==> src/rtl/NVM_pkg.sv <==
// Shared types for the GC responder: FSM states, block address type and
// the default clean-block threshold.
package NVM_pkg;

    localparam int unsigned BLK_ADDR_W       = 10;
    localparam int unsigned GC_THRESHOLD_DEF = 2;

    typedef logic [BLK_ADDR_W-1:0] blk_addr_t;

    typedef enum logic [2:0] {
        ST_IDLE,
        ST_INIT,
        ST_READY,
        ST_MOVE,
        ST_ERASE
    } gc_state_e;

endpackage

==> src/rtl/clean_blk_fifo.sv <==
// FIFO of clean block addresses: push/pop/flush with occupancy count,
// registered pop data and a sticky overflow flag for dropped pushes.
module clean_blk_fifo
    import NVM_pkg::*;
#(
    parameter int unsigned CNT_W = 4
) (
    input  logic             clk_i,
    input  logic             rst_i,
    input  logic             flush_i,
    input  logic             push_i,
    input  blk_addr_t        push_data_i,
    input  logic             pop_i,
    output logic [CNT_W-1:0] count_o,
    output logic [CNT_W-1:0] count_nxt_c,
    output blk_addr_t        pop_data_o,
    output logic             pop_valid_o,
    output logic             overflow_o
);

    // One slot is never used so the count always fits in CNT_W bits.
    localparam int unsigned SLOTS = 2 ** CNT_W;
    localparam int unsigned DEPTH = SLOTS - 1;

    blk_addr_t        mem_q [SLOTS];
    logic [CNT_W-1:0] wr_ptr_q, wr_ptr_d;
    logic [CNT_W-1:0] rd_ptr_q, rd_ptr_d;
    logic [CNT_W-1:0] count_q, count_d;
    logic             overflow_q, overflow_d;
    logic             pop_valid_q;
    blk_addr_t        pop_data_q;
    logic             full, empty, do_push, do_pop;

    always_comb begin
        full       = (count_q == CNT_W'(DEPTH));
        empty      = (count_q == '0);
        do_pop     = pop_i && !empty && !flush_i;
        do_push    = push_i && !flush_i && (!full || do_pop);
        wr_ptr_d   = wr_ptr_q + CNT_W'(do_push);
        rd_ptr_d   = rd_ptr_q + CNT_W'(do_pop);
        count_d    = count_q + CNT_W'(do_push) - CNT_W'(do_pop);
        overflow_d = overflow_q || (push_i && full && !do_pop);
        if (flush_i) begin
            wr_ptr_d   = '0;
            rd_ptr_d   = '0;
            count_d    = '0;
            overflow_d = 1'b0;
        end
    end

    always_ff @(posedge clk_i) begin
        if (do_push) begin
            mem_q[wr_ptr_q] <= push_data_i;
        end
    end

    always_ff @(posedge clk_i or posedge rst_i) begin
        if (rst_i) begin
            wr_ptr_q    <= '0;
            rd_ptr_q    <= '0;
            count_q     <= '0;
            overflow_q  <= 1'b0;
            pop_valid_q <= 1'b0;
            pop_data_q  <= '0;
        end else begin
            wr_ptr_q    <= wr_ptr_d;
            rd_ptr_q    <= rd_ptr_d;
            count_q     <= count_d;
            overflow_q  <= overflow_d;
            pop_valid_q <= do_pop;
            if (do_pop) begin
                pop_data_q <= mem_q[rd_ptr_q];
            end
        end
    end

    assign count_o     = count_q;
    assign count_nxt_c = count_d;
    assign pop_data_o  = pop_data_q;
    assign pop_valid_o = pop_valid_q;
    assign overflow_o  = overflow_q;

endmodule

==> src/rtl/gc_clean_fifo_resp.sv <==
// GC responder: owns the clean-block FIFO and runs the page-move and
// block-erase handshakes requested by the GC controller.
module gc_clean_fifo_resp
    import NVM_pkg::*;
#(
    parameter int unsigned FIFO_SIZE_BIT_NUM = 4,
    parameter int unsigned PAGES_PER_BLK     = 64,
    parameter int unsigned GC_THRESHOLD      = GC_THRESHOLD_DEF
) (
    input  logic                               CLK,
    input  logic                               RST,
    input  logic                               initial_fifo,
    input  logic                               ini_blk_valid,
    input  blk_addr_t                          ini_blk_addr,
    input  logic                               request_blk_clean,
    input  logic                               move_flag,
    input  logic                               gc_request,
    input  blk_addr_t                          victim_blk_addr,
    input  logic                               req_done,
    input  logic                               gc_interrupt,
    input  logic                               copy_ack,
    input  logic                               erase_ack,
    output logic                               gc_ini,
    output logic                               gc_start,
    output logic                               move_done_flag,
    output logic                               fifo_recover_en,
    output logic [FIFO_SIZE_BIT_NUM-1:0]       clean_num,
    output logic                               ini_full,
    output blk_addr_t                          clean_blk_addr,
    output logic                               clean_blk_valid,
    output logic                               copy_req,
    output logic                               erase_req,
    output blk_addr_t                          erase_blk_addr,
    output logic [$clog2(PAGES_PER_BLK)-1:0]   page_idx,
    output logic                               overflow
);

    localparam int unsigned PAGE_W = $clog2(PAGES_PER_BLK);
    localparam int unsigned DEPTH  = (2 ** FIFO_SIZE_BIT_NUM) - 1;

    gc_state_e             state_q, state_d;
    logic                  copy_req_q, copy_req_d;
    logic                  erase_req_q, erase_req_d;
    blk_addr_t             erase_addr_q, erase_addr_d;
    blk_addr_t             victim_q, victim_d;
    logic [PAGE_W-1:0]     page_q, page_d;
    logic                  move_done_q, move_done_d;
    logic                  recover_q, recover_d;
    logic                  gc_ini_q, gc_ini_d;
    logic                  ini_full_q, ini_full_d;
    logic                  gc_start_q, gc_start_d;
    logic                  pending_q, pending_d;
    logic                  intr_q, intr_d;

    logic                          flush_c, push_c, pop_c;
    blk_addr_t                     push_data_c;
    logic [FIFO_SIZE_BIT_NUM-1:0]  count_nxt_c;

    clean_blk_fifo #(.CNT_W(FIFO_SIZE_BIT_NUM)) u_fifo (
        .clk_i       (CLK),
        .rst_i       (RST),
        .flush_i     (flush_c),
        .push_i      (push_c),
        .push_data_i (push_data_c),
        .pop_i       (pop_c),
        .count_o     (clean_num),
        .count_nxt_c (count_nxt_c),
        .pop_data_o  (clean_blk_addr),
        .pop_valid_o (clean_blk_valid),
        .overflow_o  (overflow)
    );

    always_comb begin
        state_d      = state_q;
        copy_req_d   = copy_req_q;
        erase_req_d  = erase_req_q;
        erase_addr_d = erase_addr_q;
        victim_d     = victim_q;
        page_d       = page_q;
        move_done_d  = 1'b0;
        recover_d    = 1'b0;
        gc_ini_d     = 1'b0;
        ini_full_d   = ini_full_q;
        pending_d    = pending_q;
        intr_d       = intr_q;
        flush_c      = 1'b0;
        push_c       = 1'b0;
        push_data_c  = ini_blk_addr;
        pop_c        = 1'b0;

        if (initial_fifo) begin
            flush_c     = 1'b1;
            ini_full_d  = 1'b0;
            copy_req_d  = 1'b0;
            erase_req_d = 1'b0;
            pending_d   = 1'b0;
            intr_d      = 1'b0;
            state_d     = ST_INIT;
        end else begin
            case (state_q)
                ST_INIT: begin
                    if (ini_blk_valid) begin
                        push_c = 1'b1;
                        if (clean_num == FIFO_SIZE_BIT_NUM'(DEPTH - 1)) begin
                            ini_full_d = 1'b1;
                            gc_ini_d   = 1'b1;
                            state_d    = ST_READY;
                        end
                    end
                end
                ST_READY: begin
                    pop_c = request_blk_clean;
                    if (gc_request) begin
                        victim_d = victim_blk_addr;
                    end
                    // A move outranks an erase; a coincident req_done waits.
                    if (move_flag) begin
                        copy_req_d = 1'b1;
                        pending_d  = pending_q || req_done;
                        intr_d     = 1'b0;
                        state_d    = ST_MOVE;
                    end else if (req_done || pending_q) begin
                        erase_req_d  = 1'b1;
                        erase_addr_d = victim_q;
                        pending_d    = 1'b0;
                        state_d      = ST_ERASE;
                    end
                end
                ST_MOVE: begin
                    pop_c = request_blk_clean;
                    if (gc_request) begin
                        victim_d = victim_blk_addr;
                    end
                    if (req_done) begin
                        pending_d = 1'b1;
                    end
                    if (gc_interrupt) begin
                        intr_d = 1'b1;
                    end
                    // An aborted copy still waits for the NAND ack but is not counted.
                    if (copy_ack) begin
                        copy_req_d = 1'b0;
                        intr_d     = 1'b0;
                        state_d    = ST_READY;
                        if (!intr_q && !gc_interrupt) begin
                            move_done_d = 1'b1;
                            page_d = (page_q == PAGE_W'(PAGES_PER_BLK - 1)) ? '0 : page_q + 1'b1;
                        end
                    end
                end
                ST_ERASE: begin
                    pop_c = request_blk_clean;
                    if (erase_ack) begin
                        push_c      = 1'b1;
                        push_data_c = erase_addr_q;
                        recover_d   = 1'b1;
                        page_d      = '0;
                        erase_req_d = 1'b0;
                        state_d     = ST_READY;
                    end
                end
                default: ;
            endcase
        end
    end

    assign gc_start_d = (count_nxt_c <= FIFO_SIZE_BIT_NUM'(GC_THRESHOLD)) &&
                        (state_d inside {ST_READY, ST_MOVE, ST_ERASE});

    always_ff @(posedge CLK or posedge RST) begin
        if (RST) begin
            state_q      <= ST_IDLE;
            copy_req_q   <= 1'b0;
            erase_req_q  <= 1'b0;
            erase_addr_q <= '0;
            victim_q     <= '0;
            page_q       <= '0;
            move_done_q  <= 1'b0;
            recover_q    <= 1'b0;
            gc_ini_q     <= 1'b0;
            ini_full_q   <= 1'b0;
            gc_start_q   <= 1'b0;
            pending_q    <= 1'b0;
            intr_q       <= 1'b0;
        end else begin
            state_q      <= state_d;
            copy_req_q   <= copy_req_d;
            erase_req_q  <= erase_req_d;
            erase_addr_q <= erase_addr_d;
            victim_q     <= victim_d;
            page_q       <= page_d;
            move_done_q  <= move_done_d;
            recover_q    <= recover_d;
            gc_ini_q     <= gc_ini_d;
            ini_full_q   <= ini_full_d;
            gc_start_q   <= gc_start_d;
            pending_q    <= pending_d;
            intr_q       <= intr_d;
        end
    end

    assign gc_ini          = gc_ini_q;
    assign gc_start        = gc_start_q;
    assign move_done_flag  = move_done_q;
    assign fifo_recover_en = recover_q;
    assign ini_full        = ini_full_q;
    assign copy_req        = copy_req_q;
    assign erase_req       = erase_req_q;
    assign erase_blk_addr  = erase_addr_q;
    assign page_idx        = page_q;

endmodule

==> config.mk <==
export PLATFORM = sky130hd
export DESIGN_NAME = gc_clean_fifo_resp
export DESIGN_NICKNAME = d
export VERILOG_FILES = /design/src/rtl/NVM_pkg.sv /design/src/rtl/clean_blk_fifo.sv /design/src/rtl/gc_clean_fifo_resp.sv
export SDC_FILE = /design/constraint.sdc
export NUM_CORES = 1
export LEC_CHECK = 0
export BUFFER_PORTS_ARGS = -buffer_cell sky130_fd_sc_hd__buf_2
export CAP_MARGIN = 20
export CORE_MARGIN = 4
export CORE_UTILIZATION = 60
export DETAILED_ROUTE_END_ITERATION = 8
export PLACE_DENSITY = 0.9
export SKIP_LAST_GASP = 1
export SLEW_MARGIN = 0
export SYNTH_ARGS = -nofsm -noshare
export SYNTH_HDL_FRONTEND = slang
export SYNTH_HIERARCHICAL = 1
export SYNTH_SLANG_ARGS = --single-unit
==> constraint.sdc <==
create_clock -name CLK -period 4.6 [get_ports CLK]
set_clock_uncertainty 0.2 [all_clocks]
set_input_delay 0.46 -clock CLK [delete_from_list [all_inputs] [get_ports CLK]]
set_output_delay 0.46 -clock CLK [all_outputs]
set_load 0.01 [all_outputs]
==> out/metrics.cfg <==
[synth]
synth_flop_cell = edfxtp_1
synth_xor_area_frac = 0.00667
synth_top_family_by_area = multiplexers
muxShareOfSynthArea = 0.151
synthTopCellsByArea = edfxtp_1 (52%), dfrtp_1 (17%), mux4_2 (9.8%)
syn_avg_cell_area_sq_um = 17.7
syn_area_sq_mm = 0.00919
synth_top_area_frac = 0.523
ys.warnings.count = 6
synth_area_leader_cell = edfxtp_1
yosysSeqAreaShare = 0.692
ys_types = 65
postSynthCellCount = 520
synth_simple_gate_area_frac = 0.0679
synthAdderAreaFrac = 0.0158
synth_edf_count = 160
synth_compound_area_frac = 0.0445
ys_async_sr_fraction = 0.279
ys_ff_latch = 222
syn-num-nets = 562
synth_top_cells_by_count = edfxtp_1 (160), dfrtp_1 (62), mux4_2 (40)
yosysMostFrequentCell = edfxtp_1

[floorplan]
core_area_sq_mm = 0.0148
rows = 44
fp.dieW_um = 132
initial_core_util = 0.623
ios = 70
dieArea_sq_mm = 0.0174
die-height_um = 132

[pwr]
switchingPower_uw = 810
ir_drop_mv = 0.271
p_clk_frac = 0.432
swShare = 0.198
leakagePower_nw = 3.89
p_comb_frac = 0.034
seqPwrFrac = 0.535
p_total_mw = 4.09
powerDensity_mw_per_mm2 = 390
intPower_mw = 3.28

[finish]
final_nets = 646
fin_area_sq_mm = 0.0105
fillers = 881
drive_above_1_share = 0.321
diodes = 0
area_delta_synth_final_pct = 14.2

[route]
first_pass_iters = 6
drt_iter0_markers = 620
ant_nets = 0
vias = 5143
wl_um = 19400
wl_per_cell_um = 24.1
drc = 0
via_per_inst = 6.40

[timing]
min_period_over_period = 0.850
finalCriticalPeriod_ns = 3.91
slew_violations = 0
worst_slew_pin_slew_ns = 1.05
max_freq_mhz = 256
slew_headroom = 0.299
timing.setup.tns_ns = 0
hold_viol_final = 0
setup_violations = 0
rsz0062_at_grt = no

[clock_tree]
clk_pin_slew_ns = 0.06
clkLatencyLatePin_ns = 0.50
h-tree-depth = 1
cts_buffers = 22
cts_root_buf = clkbuf_16
tritoncts = yes
cts_sinks = 222
cts-resized-gates = 0
cts_buffer_depth = 3

[global_routing]
grt_start_max_net_pins = 40
grtUsageTotal = 0.226
antenna_found_initial = 0
grt_pass1_wl_um = 30500
overflow = 0
grt_pass1_vias = 5299

[worst_setup_path]
criticalPathCategory = flop to flop
setup.worst_path.end_class = flop
cp.required_ns = 4.82
start_kind = flop
rr_startpoint = state_q[0]
crit_path_start = state_q[0]
crit_fanout = 17
cp.arrival_ns = 4.13
worst-r2r-setup-slack_ns = 0.69

[placed_design]
portBuffers = 69
gp_congestion = 0.892
hpwl_um = 12400
placed_area_sq_mm = 0.00967

[flow_run]
cap_viol_max_count = 0

[outcome]
status = finished, final reports clean

[worst_hold_path]
hold_class = primary input to flop
min_from = victim_blk_addr[5]

final cells by class:
type                       count  area, sq um  share of cell area
tap                          184          230              0.0219
sequential                   222         6360               0.606
clock inverter                13          111              0.0106
timing repair buffer          87          520              0.0496
multi-input combinational    260         2630               0.250
clock buffer                  27          612              0.0583
inverter                      11         41.3             0.00393
critical path, cell delays in order, from the launching register on:
cell and delay [ns]:
dfrtp_1 0.61, nor3b_4 0.48, nor2_1 0.09, nor3b_1 0.25
and4b_4 0.26, nor3b_4 0.30, nand2b_1 0.22, ha_1 0.25
a21o_1 0.15, a21oi_1 0.16, xnor2_1 0.14, nor2_1 0.08
a211o_1 0.32, a41o_1 0.20, a21oi_1 0.11
flip-flops by register name, summed over array words and instances (netlist names), 3 cells and up:
name and cells:
erase_blk_addr 10, page_idx 6, state_q 3, u_fifo/count_o 4, u_fifo/mem_q 160, u_fifo/pop_data_o 10
u_fifo/rd_ptr_q 4, u_fifo/wr_ptr_q 4, victim_q 10
per-stage QoR:
stage | setup WS (ns) | instances | util | hold slack (ns)
after detailed placement | 0.825 | 755 | 0.655 | 0.283
after global routing | 0.507 | 804 | 0.712 | 0.0112
after floorplan | 1.22 | 520 | - | 0.275
final | 0.691 | 804 | 0.712 | 0.00841
after global placement | 0.948 | 755 | 0.655 | 0.275
after CTS | 0.812 | 803 | 0.710 | 0.00174
metal layers:
metal	wire (um)	GRT usage	vias to the layer above
li1	-	-	2221
met1	7670	0.315	2623
met2	9910	0.382	267
met3	1410	0.0355	32
met4	382	0.0513	0
met5	0	0	-
path summary, 6_finish.rpt:
| kind | to | cells after the start |
|---|---|---|
| max | gc_start | 14 |
| min | victim_q[5] | 2 |
| min reg2reg | erase_blk_addr[9] | 1 |
| max in group asynchronous | erase_blk_addr[2] | 4 |
| min in group asynchronous | u_fifo/count_o[0] | 3 |
| max reg2reg | gc_start | 14 |
placed cells by master, fill, tap and decap left out, types with 4 or more instances in the layout:
cell,count
edfxtp_1,160
buf_2,69
dfrtp_1,61
mux4_2,40
nor2_1,38
clkbuf_16,24
mux2_2,20
mux2i_1,11
inv_1,11
mux2_4,10
a21oi_1,10
ha_1,10
o22ai_1,10
a221oi_1,10
buf_4,9
nand3_1,8
nor2b_1,8
clkinv_2,8
dlygate4sd3_1,8
nand2b_1,7
nor3_1,6
nor3b_1,5
o21ai_0,5
nand2_1,4
o31ai_1,4
xnor2_1,4
power by group through the flow:
stage	Clock, mW	Sequential, mW	Combinational, mW
3_5_place_dp	0	2.23	0.128
3_3_place_gp	0	2.23	0.120
2_1_floorplan	0	2.23	0.0660
6_report	1.77	2.19	0.137
4_1_cts	1.79	2.19	0.134
5_1_grt	1.88	2.19	0.151
cells by family (layout without fill, tap and decap cells):
group           count (synthesis)  in the layout
flops                         222            222
fa+ha+maj                      11             11
compound gates                 57             57
simple gates                  104            104
buf+inv                        38            138
xor+xnor                        7              7
mux                            81             81
repair_timing:
action                                 in CTS  in global routing
setup endpoints to repair                   0                  0
endpoints found under the hold margin      45                  0
hold buffers                                8                  0
setup buffers                               0                  0
Note: power is estimated with default switching activity, not from simulation.
